## src/rtl/go_pkg.sv

```systemverilog
// Shared types for the 9x9 Go move path: move encoding, move source and
// sequencer state, plus the on-board range check.
package go_pkg;

    localparam int BOARD_N = 9;
    localparam logic [3:0] BOARD_MAX = 4'(BOARD_N - 1);

    typedef struct packed {
        logic [3:0] row;
        logic [3:0] col;
    } move_t;

    typedef enum logic {
        LOCAL  = 1'b0,
        REMOTE = 1'b1
    } src_t;

    typedef enum logic [4:0] {
        IDLE     = 5'b00001,
        CHECK    = 5'b00010,
        WAIT_UPD = 5'b00100,
        COMMIT   = 5'b01000,
        TX       = 5'b10000
    } seq_state_t;

    function automatic logic is_on_board(input move_t m);
        return (m.row <= BOARD_MAX) && (m.col <= BOARD_MAX);
    endfunction

endpackage

```

## src/rtl/move_sequencer.sv

```systemverilog
// Admits one move at a time from the side to move, range-checks it, drives the
// shared board_updater, waits for verdict and turn flip, then forwards local moves to UART.
module move_sequencer
    import go_pkg::*;
#(
    parameter int UPD_TIMEOUT = 64,
    parameter int CNT_W       = 8
) (
    input  logic             clk_in,
    input  logic             reset,
    input  logic             my_color,
    input  logic             turn,
    input  logic             local_valid,
    input  logic [7:0]       local_move,
    input  logic             remote_valid,
    input  logic [7:0]       remote_move,
    output logic             upd_start,
    output logic [7:0]       upd_move,
    input  logic             upd_valid,
    input  logic             upd_invalid,
    input  logic             tx_busy,
    output logic             tx_start,
    output logic [7:0]       tx_move,
    output logic             local_ack,
    output logic             local_reject,
    output logic             remote_nack,
    output logic             timeout_err,
    output logic             protocol_err,
    output logic [CNT_W-1:0] move_count
);

    localparam int TMR_W = $clog2(UPD_TIMEOUT + 1);
    localparam logic [TMR_W-1:0] TMR_MAX = TMR_W'(UPD_TIMEOUT);

    seq_state_t       state_q, state_d;
    move_t            cur_q, cur_d;
    src_t             src_q, src_d;
    logic             turn_lat_q, turn_lat_d;
    logic [TMR_W-1:0] timer_q, timer_d;
    move_t            rbuf_q, rbuf_d;
    logic             rbuf_full_q, rbuf_full_d;
    logic [CNT_W-1:0] move_count_q, move_count_d;
    logic             timeout_err_q, timeout_err_d;
    logic             protocol_err_q, protocol_err_d;
    logic             upd_start_q, upd_start_d;
    logic             tx_start_q, tx_start_d;
    logic [7:0]       tx_move_q, tx_move_d;
    logic             local_ack_q, local_ack_d;
    logic             local_reject_q, local_reject_d;
    logic             remote_nack_q, remote_nack_d;

    logic local_owns;
    logic rbuf_take;
    logic reject_now;

    assign local_owns = (turn == my_color);

    always_comb begin
        // NOTE: every _d takes a default first so no path through the case infers a latch.
        state_d        = state_q;
        cur_d          = cur_q;
        src_d          = src_q;
        turn_lat_d     = turn_lat_q;
        timer_d        = timer_q;
        rbuf_d         = rbuf_q;
        rbuf_full_d    = rbuf_full_q;
        move_count_d   = move_count_q;
        timeout_err_d  = timeout_err_q;
        protocol_err_d = protocol_err_q;
        tx_move_d      = tx_move_q;
        upd_start_d    = 1'b0;
        tx_start_d     = 1'b0;
        local_ack_d    = 1'b0;
        local_reject_d = 1'b0;
        remote_nack_d  = 1'b0;
        rbuf_take      = 1'b0;
        reject_now     = 1'b0;

        unique case (state_q)
            IDLE: begin
                if (local_owns) begin
                    if (local_valid) begin
                        cur_d   = move_t'(local_move);
                        src_d   = LOCAL;
                        state_d = CHECK;
                    end
                end else begin
                    if (rbuf_full_q) begin
                        cur_d     = rbuf_q;
                        rbuf_take = 1'b1;
                        src_d     = REMOTE;
                        state_d   = CHECK;
                    end
                    if (local_valid) local_reject_d = 1'b1;
                end
            end
            CHECK: begin
                turn_lat_d = turn;
                if (!is_on_board(cur_q)) begin
                    reject_now = 1'b1;
                    state_d    = IDLE;
                end else begin
                    upd_start_d = 1'b1;
                    timer_d     = '0;
                    state_d     = WAIT_UPD;
                end
            end
            WAIT_UPD: begin
                timer_d = timer_q + 1'b1;
                // A simultaneous valid/invalid is resolved as a rejection.
                if (upd_invalid) begin
                    reject_now = 1'b1;
                    state_d    = IDLE;
                end else if (upd_valid) begin
                    timer_d = '0;
                    state_d = COMMIT;
                end else if (timer_q == TMR_MAX) begin
                    timeout_err_d = 1'b1;
                    reject_now    = 1'b1;
                    state_d       = IDLE;
                end
            end
            COMMIT: begin
                timer_d = timer_q + 1'b1;
                if (turn != turn_lat_q) begin
                    if (move_count_q != '1) move_count_d = move_count_q + 1'b1;
                    timer_d = '0;
                    state_d = (src_q == LOCAL) ? TX : IDLE;
                end else if (timer_q == TMR_MAX) begin
                    timeout_err_d = 1'b1;
                    state_d       = IDLE;
                end
            end
            TX: begin
                if (!tx_busy) begin
                    tx_start_d  = 1'b1;
                    tx_move_d   = cur_q;
                    local_ack_d = 1'b1;
                    state_d     = IDLE;
                end
            end
            default: state_d = IDLE;
        endcase

        if (reject_now) begin
            if (src_q == LOCAL) local_reject_d = 1'b1;
            else                remote_nack_d  = 1'b1;
        end

        // The buffer is judged on its registered fullness, so a pulse landing
        // on the same edge the entry is drained is still dropped.
        if (rbuf_take) rbuf_full_d = 1'b0;
        if (remote_valid) begin
            if (!rbuf_full_q && !local_owns) begin
                rbuf_d      = move_t'(remote_move);
                rbuf_full_d = 1'b1;
            end else begin
                protocol_err_d = 1'b1;
            end
        end
    end

    // NOTE: sequential state uses non-blocking assignments only, so every flop samples pre-edge values.
    always_ff @(posedge clk_in) begin
        if (reset) begin
            state_q        <= IDLE;
            cur_q          <= '0;
            src_q          <= LOCAL;
            turn_lat_q     <= 1'b0;
            timer_q        <= '0;
            rbuf_q         <= '0;
            rbuf_full_q    <= 1'b0;
            move_count_q   <= '0;
            timeout_err_q  <= 1'b0;
            protocol_err_q <= 1'b0;
            upd_start_q    <= 1'b0;
            tx_start_q     <= 1'b0;
            tx_move_q      <= '0;
            local_ack_q    <= 1'b0;
            local_reject_q <= 1'b0;
            remote_nack_q  <= 1'b0;
        end else begin
            state_q        <= state_d;
            cur_q          <= cur_d;
            src_q          <= src_d;
            turn_lat_q     <= turn_lat_d;
            timer_q        <= timer_d;
            rbuf_q         <= rbuf_d;
            rbuf_full_q    <= rbuf_full_d;
            move_count_q   <= move_count_d;
            timeout_err_q  <= timeout_err_d;
            protocol_err_q <= protocol_err_d;
            upd_start_q    <= upd_start_d;
            tx_start_q     <= tx_start_d;
            tx_move_q      <= tx_move_d;
            local_ack_q    <= local_ack_d;
            local_reject_q <= local_reject_d;
            remote_nack_q  <= remote_nack_d;
        end
    end

    // Pulses are masked by reset so none overlaps the cycle reset is raised in.
    assign upd_start    = upd_start_q    & ~reset;
    assign tx_start     = tx_start_q     & ~reset;
    assign local_ack    = local_ack_q    & ~reset;
    assign local_reject = local_reject_q & ~reset;
    assign remote_nack  = remote_nack_q  & ~reset;

    assign upd_move     = (state_q == CHECK || state_q == WAIT_UPD) ? cur_q : 8'h00;
    assign tx_move      = tx_move_q;
    assign timeout_err  = timeout_err_q;
    assign protocol_err = protocol_err_q;
    assign move_count   = move_count_q;

endmodule

```

## config.mk

```make
export PLATFORM = sky130hd
export DESIGN_NAME = move_sequencer
export DESIGN_NICKNAME = d
export VERILOG_FILES = /design/src/rtl/go_pkg.sv /design/src/rtl/move_sequencer.sv
export SDC_FILE = /design/constraint.sdc
export NUM_CORES = 1
export LEC_CHECK = 0
export CORE_MARGIN = 1
export CORE_UTILIZATION = 40
export CTS_CLUSTER_SIZE = 30
export DETAILED_ROUTE_END_ITERATION = 8
export PLACE_DENSITY = 0.73
export SLEW_MARGIN = 20
export SYNTH_ARGS = -nofsm -noshare
export SYNTH_HDL_FRONTEND = slang
export SYNTH_SLANG_ARGS = --single-unit
```

## constraint.sdc

```tcl
create_clock -name clk_in -period 1.9 [get_ports clk_in]
set_input_delay 0.285 -clock clk_in [delete_from_list [all_inputs] [get_ports clk_in]]
set_output_delay 0.285 -clock clk_in [all_outputs]
set_load 0.1 [all_outputs]
```

==> reports/metrics.cfg, run 1 <==
[power_and_ir_drop]
p_int_w=0.00180
leakagePower_nw=1.45
power_frac_comb_pct=17.1
seqPwrFrac_pct=50.0
ir_drop_mv=0.361
power_density_nw_per_um2=689
p_sw_w=0.000642
clkPwrFrac_pct=32.9
switching_share_pct=26.3

[place]
hpwl_mm=4.31
dp_cells=415
place_congestion=0.886
port_buffers=55

[timing]
hold_violations=0
slew-limit-headroom_pct=77.4
skew_ns=0.00553
finalSetupViolations=0
whs_ns=0.352
max_slew.worst_pin.slew_ns=0.329
rsz0062_at_grt=true
finalCriticalPeriod_ns=1.87
min_period_over_period_pct=98.6
slew_viol_final=0
fmaxAchievable_mhz=534

[route]
drt_iter0_markers=66
avgRoutedWirePerCell_um=13.7
drt_pre_antenna_iters=5
dr_wl_met2_mm=2.74
vias=2210
viasPerCell=5.19
drc_errors=0
top_layer_used=met4
routed_wl_mm=5.85
ant_nets=0
wl_met3_um=244
m1WireLength_mm=2.79

[floorplanning]
rows=28
initial_core_util_pct=41.6
die_h_um=80.7
fp.dieArea_um2=6520
die_x_um=80.7
ioPinCount=56
core_um2=5960

[setup_path]
worstPathRequired_ns=1.62
cp_common_cell=nand2_4
critPathCaptureType=primary output
worstSetupPathType=register to primary output
arrival_ns=1.59
worstSetupStartpointType=register
critPathMaxFanout=8
path_delay_family=simple AND/OR/NAND/NOR gates
crit_buf_inv=2
path_cells=buf_6 -> nor3_4 -> nand2_4 -> nand2_4 -> and2_2 -> buf_12
max_stage_delay_ns=0.38
cp_slowest_cell=dfxtp_4

[clocking]
insertion_delay_ns=0.31
cts_root_buffer=clkbuf_8
cts_tree=yes
cts_max_path_buffers=2
htree_levels=2
clkTransAtPathRegs_ns=0.10
numClockSinks=53
cts_buffers=5
postCtsHoldBufs=0

[yosys]
yosysTopAreaCell=dfxtp_1
ys_ff_latch=53
synth_nets=306
async_reset_ff_share_pct=0
synthTopCellsByArea=dfxtp_1, mux2i_1, nor2_1, a211oi_1, a21oi_1
ys_warn_count=0
synth_enable_flop_cells=0
synth_cells=278
synthFlopType=dfxtp_1
ys_seq_area_share_pct=42.8
synth_top_area_share_pct=42.8
avgSynthCellArea_um2=8.92
synth_cell_types=49
syn-cell-area_um2=2480

[layout]
nets=378
num_antenna_cells=0
final_util_pct=59.4
synthToLayoutAreaGrowth_pct=42.8
drive_gt1_share_pct=30.5
fin_cells=426
fill_cells=536

[grt]
first_global_vias=2094
gr-usage-all-layers_pct=19.3
antenna_found_initial=0
grt_pass1_wl_mm=9.70
grt_max_degree=25
overflow=0

[hold_path]
worstHoldPathType=primary input to register

[outcome]
status=finished clean

[flow_run]
cap_violations=0

cells by family (layout without fill, tap and decap cells):
kind of cell | count (synthesis) | count (layout) | synth area share (%)
AND/OR/NAND/NOR | 117 | 117 | 24.0
flip-flops | 53 | 53 | 42.8
AO/OA/AOI/OAI | 47 | 47 | 12.9
multiplexers | 26 | 26 | 10.5
buffers and inverters | 22 | 95 | 4.39
XOR/XNOR | 10 | 10 | 3.84
adder cells (fa/ha/maj) | 3 | 3 | 1.51
synthesized netlist by cell type (4+ instances only):
master,number
clkbuf_1,6
nand3_1,9
inv_1,8
a211oi_1,10
xnor2_1,6
a31oi_1,4
dfxtp_1,53
nand2_1,14
or3_1,5
a21oi_1,13
mux2i_1,26
nor2b_1,6
nor3_1,4
nand4_1,5
and2_1,10
nor2_1,48
o21ai_0,7
cell type report:
type                            count  area (µm²)  share of cell area (%)
Clock inverter                      2        37.5                    1.06
Clock buffer                        6        82.6                    2.33
Tap cell                           75        93.8                    2.65
Multi-Input combinational cell    203        1390                    39.4
Sequential cell                    53        1080                    30.6
Timing Repair Buffer               79         818                    23.1
Inverter                            8        30.0                   0.848
final timing paths:
kind,from,endpoint,slack [ns],cells past startpoint
setup / recovery,state_q[0]$_SDFFE_PP1P_,upd_move[0],0.03,6
hold / removal,reset,state_q[3]$_SDFFE_PP0P_,0.35,2
setup reg to reg,state_q[0]$_SDFFE_PP1P_,timer_q[5]$_SDFFE_PP0P_,0.04,8
hold reg to reg,timeout_err$_SDFFE_PP0P_,timeout_err$_SDFFE_PP0P_,0.48,2
state kept, by name, summed over array words and instances, names as in the netlist:
signal,cells
move_count,8
remote_nack_q,1
local_reject_q,1
timeout_err,1
upd_start_q,1
rbuf_full_q,1
rbuf_q,8
state_q,5
timer_q,7
protocol_err,1
local_ack_q,1
cur_q,8
src_q,1
turn_lat_q,1
tx_move,8
layout by cell type (no fill, tap or decap), drive strengths merged, types with 5 or more instances in the layout:
cell	n
buf	56
dfxtp	53
nor2	48
mux2i	26
clkdlybuf4s50	23
nand2	14
a21oi	13
and2	11
a211oi	10
nand3	10
inv	8
o21ai	7
xnor2	7
clkbuf	6
nor2b	6
nor3	6
or3	5
nand4	5
per-stage QoR:
stage	power, W	setup slack, ns	setup TNS [ns]	cell area, µm²
after floorplan	0.00149	-0.208	-0.758	2500
after global placement	0.00162	-0.337	-5.37	3300
after detailed placement	0.00163	-0.492	-6.71	3300
after CTS	0.00244	0.0155	0	3450
after global routing	0.00256	-0.0640	-0.648	3540
final	0.00244	0.0257	0	3540
timing repair:
item / 4_1_cts / 5_1_grt
buffers inserted: 1 / 2
resized for setup: 7 / 20
hold endpoints to repair: 0 / 0
setup endpoints to repair: 16 / 15
pin swaps: 2 / 6
power groups by stage:
stage	registers [W]	logic, W	clock network, W
2_1_floorplan	0.00123	0.000259	0
5_1_grt	0.00123	0.000457	0.000878
6_report	0.00122	0.000417	0.000802
4_1_cts	0.00122	0.000403	0.000824
3_5_place_dp	0.00124	0.000394	0
3_3_place_gp	0.00124	0.000386	0
layer usage:
| layer | track usage (%) | vias to the layer above |
|---|---|---|
| met1 | 25.4 | 1033 |
| li1 | - | 1117 |
| met3 | 3.98 | 7 |
| met5 | 0 | - |
| met2 | 31.0 | 53 |
| met4 | 7.50 | 0 |
Power figures use the tool's default switching activity.
==> inputs of run 2 (changes only) <==
==> constraint.sdc (replaced) <==
create_clock -name clk_in -period 2 [get_ports clk_in]
set_input_delay 0.3 -clock clk_in [delete_from_list [all_inputs] [get_ports clk_in]]
set_output_delay 0.3 -clock clk_in [all_outputs]
set_load 0.1 [all_outputs]
==> run 2 against run 1 <==
Effect of this change: hold slack gained 0.041 ns; global-route usage down 0.58 points; combinational power shrank 10%; final cell count decreased by 1.6%; clock-buffer cell count up 1; total power shrank 13%; die area stayed put; clock skew up 0.0012 ns; critical path type unchanged; clock power is 26% lower; non-clock buffer count down 7.
==> reports/metrics.cfg, run 2 (synthesized netlist as in run 1, its figures left out) <==
[setup_path]
worstSetupStartpointType=register
reg2reg_depth=7  ; -1
worstSetupPathType=register to primary output
worstPathRequired_ns=1.70  ; +0.08 ns
critPathMaxFanout=8  ; unchanged
critPathCaptureType=primary output
arrival_ns=1.62  ; +0.03 ns

[timing]
max_slew.worst_pin.slew_ns=0.618  ; +0.288 ns
hold_violations=0  ; unchanged
finalSetupViolations=0  ; unchanged
min_period_over_period_pct=96.1
whs_ns=0.393  ; +0.0409 ns
rsz0062_at_grt=false
setup_tns_ns=0  ; unchanged
finalCriticalPeriod_ns=1.92
skew_ns=0.00669  ; +0.00116 ns
slew_viol_final=0  ; unchanged
slew-limit-headroom_pct=58.6  ; -19 points
fmaxAchievable_mhz=520

[place]
placed_area_um2=3270  ; -0.98%
place_congestion=0.810  ; -8.6%
port_buffers=55  ; unchanged
hpwl_mm=4.25  ; -1.5%

[floorplanning]
ioPinCount=56  ; unchanged
rows=28  ; unchanged
fp.dieArea_um2=6520  ; unchanged
die_h_um=80.7  ; unchanged
die_x_um=80.7  ; unchanged
core_um2=5960  ; unchanged
initial_core_util_pct=41.6  ; unchanged

[grt]
antenna_found_initial=0  ; unchanged
grt_pass1_wl_mm=9.43  ; -2.8%
gr-usage-all-layers_pct=18.8  ; -0.58 points
overflow=0  ; unchanged
first_global_vias=1989  ; -5.0%
grt_max_degree=27  ; +8.0%

[clocking]
insertion_delay_ns=0.31  ; about the same
cts_root_buffer=clkbuf_8
cts_max_path_buffers=2  ; unchanged
cts_tree=yes
clkTransAtPathRegs_ns=0.09  ; about the same
postCtsHoldBufs=0  ; unchanged
postCtsSetupBuffers=0  ; -1
cts_buffers=5  ; unchanged
numClockSinks=53  ; unchanged
htree_levels=2  ; unchanged

[layout]
nets=371  ; -1.9%
final_cell_mix=nor2_1, dfxtp_1, buf_4
drive_gt1_share_pct=25.3  ; -5.2 points
num_antenna_cells=0  ; unchanged
multi_input_area_um2=1350  ; -3.4%
fin_area_um2=3390  ; -4.3%
seqCellArea_um2=1070  ; -0.92%
synthToLayoutAreaGrowth_pct=36.6
final_common_cell=nor2_1
fill_cells=554  ; +3.4%

[power_and_ir_drop]
ir_drop_mv=0.460  ; +27%
power_density_nw_per_um2=629  ; -8.7%
leakagePower_nw=1.38  ; -4.8%

[route]
drt_iter0_markers=140  ; +110%
avgRoutedWirePerCell_um=13.7  ; -0.50%
vias=2173  ; -1.7%
ant_nets=0  ; unchanged
drt_pre_antenna_iters=4  ; -1
routed_wl_mm=5.73  ; -2.1%
viasPerCell=5.19  ; about the same
drc_errors=0  ; unchanged

[flow_run]
cap_violations=0  ; unchanged

[hold_path]
worstHoldPathType=primary input to register
min_path_cells=2  ; unchanged

[outcome]
status=finished clean

-- run 2: report_power, final --
part | internal [W] | total (W) | switching, W
Sequential | 0.00111 | 0.00116 | 0.0000538
Combinational | 0.000178 | 0.000375 | 0.000196
Clock | 0.000248 | 0.000596 | 0.000347
-- run 2: final cells by class --
class | count | area share (%)
Timing Repair Buffer | 72 | 22.4
Clock inverter | 1 | 0.222
Tap cell | 75 | 2.77
Multi-Input combinational cell | 203 | 39.8
Sequential cell | 53 | 31.7
Inverter | 8 | 0.887
Clock buffer | 7 | 2.25
-- run 2: metal layers --
| metal | global-route usage [%] | up-vias | part of all wire [%] |
|---|---|---|---|
| met5 | 0 | - | 0 |
| met4 | 6.25 | 0 | 1.2 |
| met3 | 3.86 | 6 | 4.7 |
| met2 | 30.3 | 55 | 48 |
| met1 | 24.8 | 1013 | 46 |
| li1 | - | 1099 | - |
-- run 2: final timing paths --
check | start | end | slack, ns
worst max-delay path | state_q[3]$_SDFFE_PP0P_ | upd_move[5] | 0.08
worst min-delay path | reset | local_ack_q$_SDFF_PP0_ | 0.39
worst max register to register | timer_q[0]$_SDFFE_PP0P_ | state_q[0]$_SDFFE_PP1P_ | 0.25
worst min register to register | protocol_err$_SDFFE_PP0P_ | protocol_err$_SDFFE_PP0P_ | 0.45
-- run 2: critical path: stages, from the launching register on --
cell	delay [ns]
dfxtp_2	0.35
buf_4	0.13
and2b_2	0.26
nand2_4	0.10
nand2_4	0.08
and2_2	0.22
buf_12	0.17
-- run 2: per-stage QoR --
stage / total power, W / setup WS (ns) / util (%) / cells
floorplan: 0.00142 / -0.138 / - / 278
global placement: 0.00154 / -0.255 / 54.9 / 411
detailed placement: 0.00155 / -0.447 / 54.9 / 411
CTS: 0.00214 / 0.0105 / 56.5 / 419
global route: 0.00222 / 0.0226 / 56.8 / 419
finish: 0.00213 / 0.0775 / 56.8 / 419
-- run 2: repair_timing --
action	in CTS	in global routing
gates resized for setup	6	4
pin swaps	0	1
setup endpoints to repair	14	9
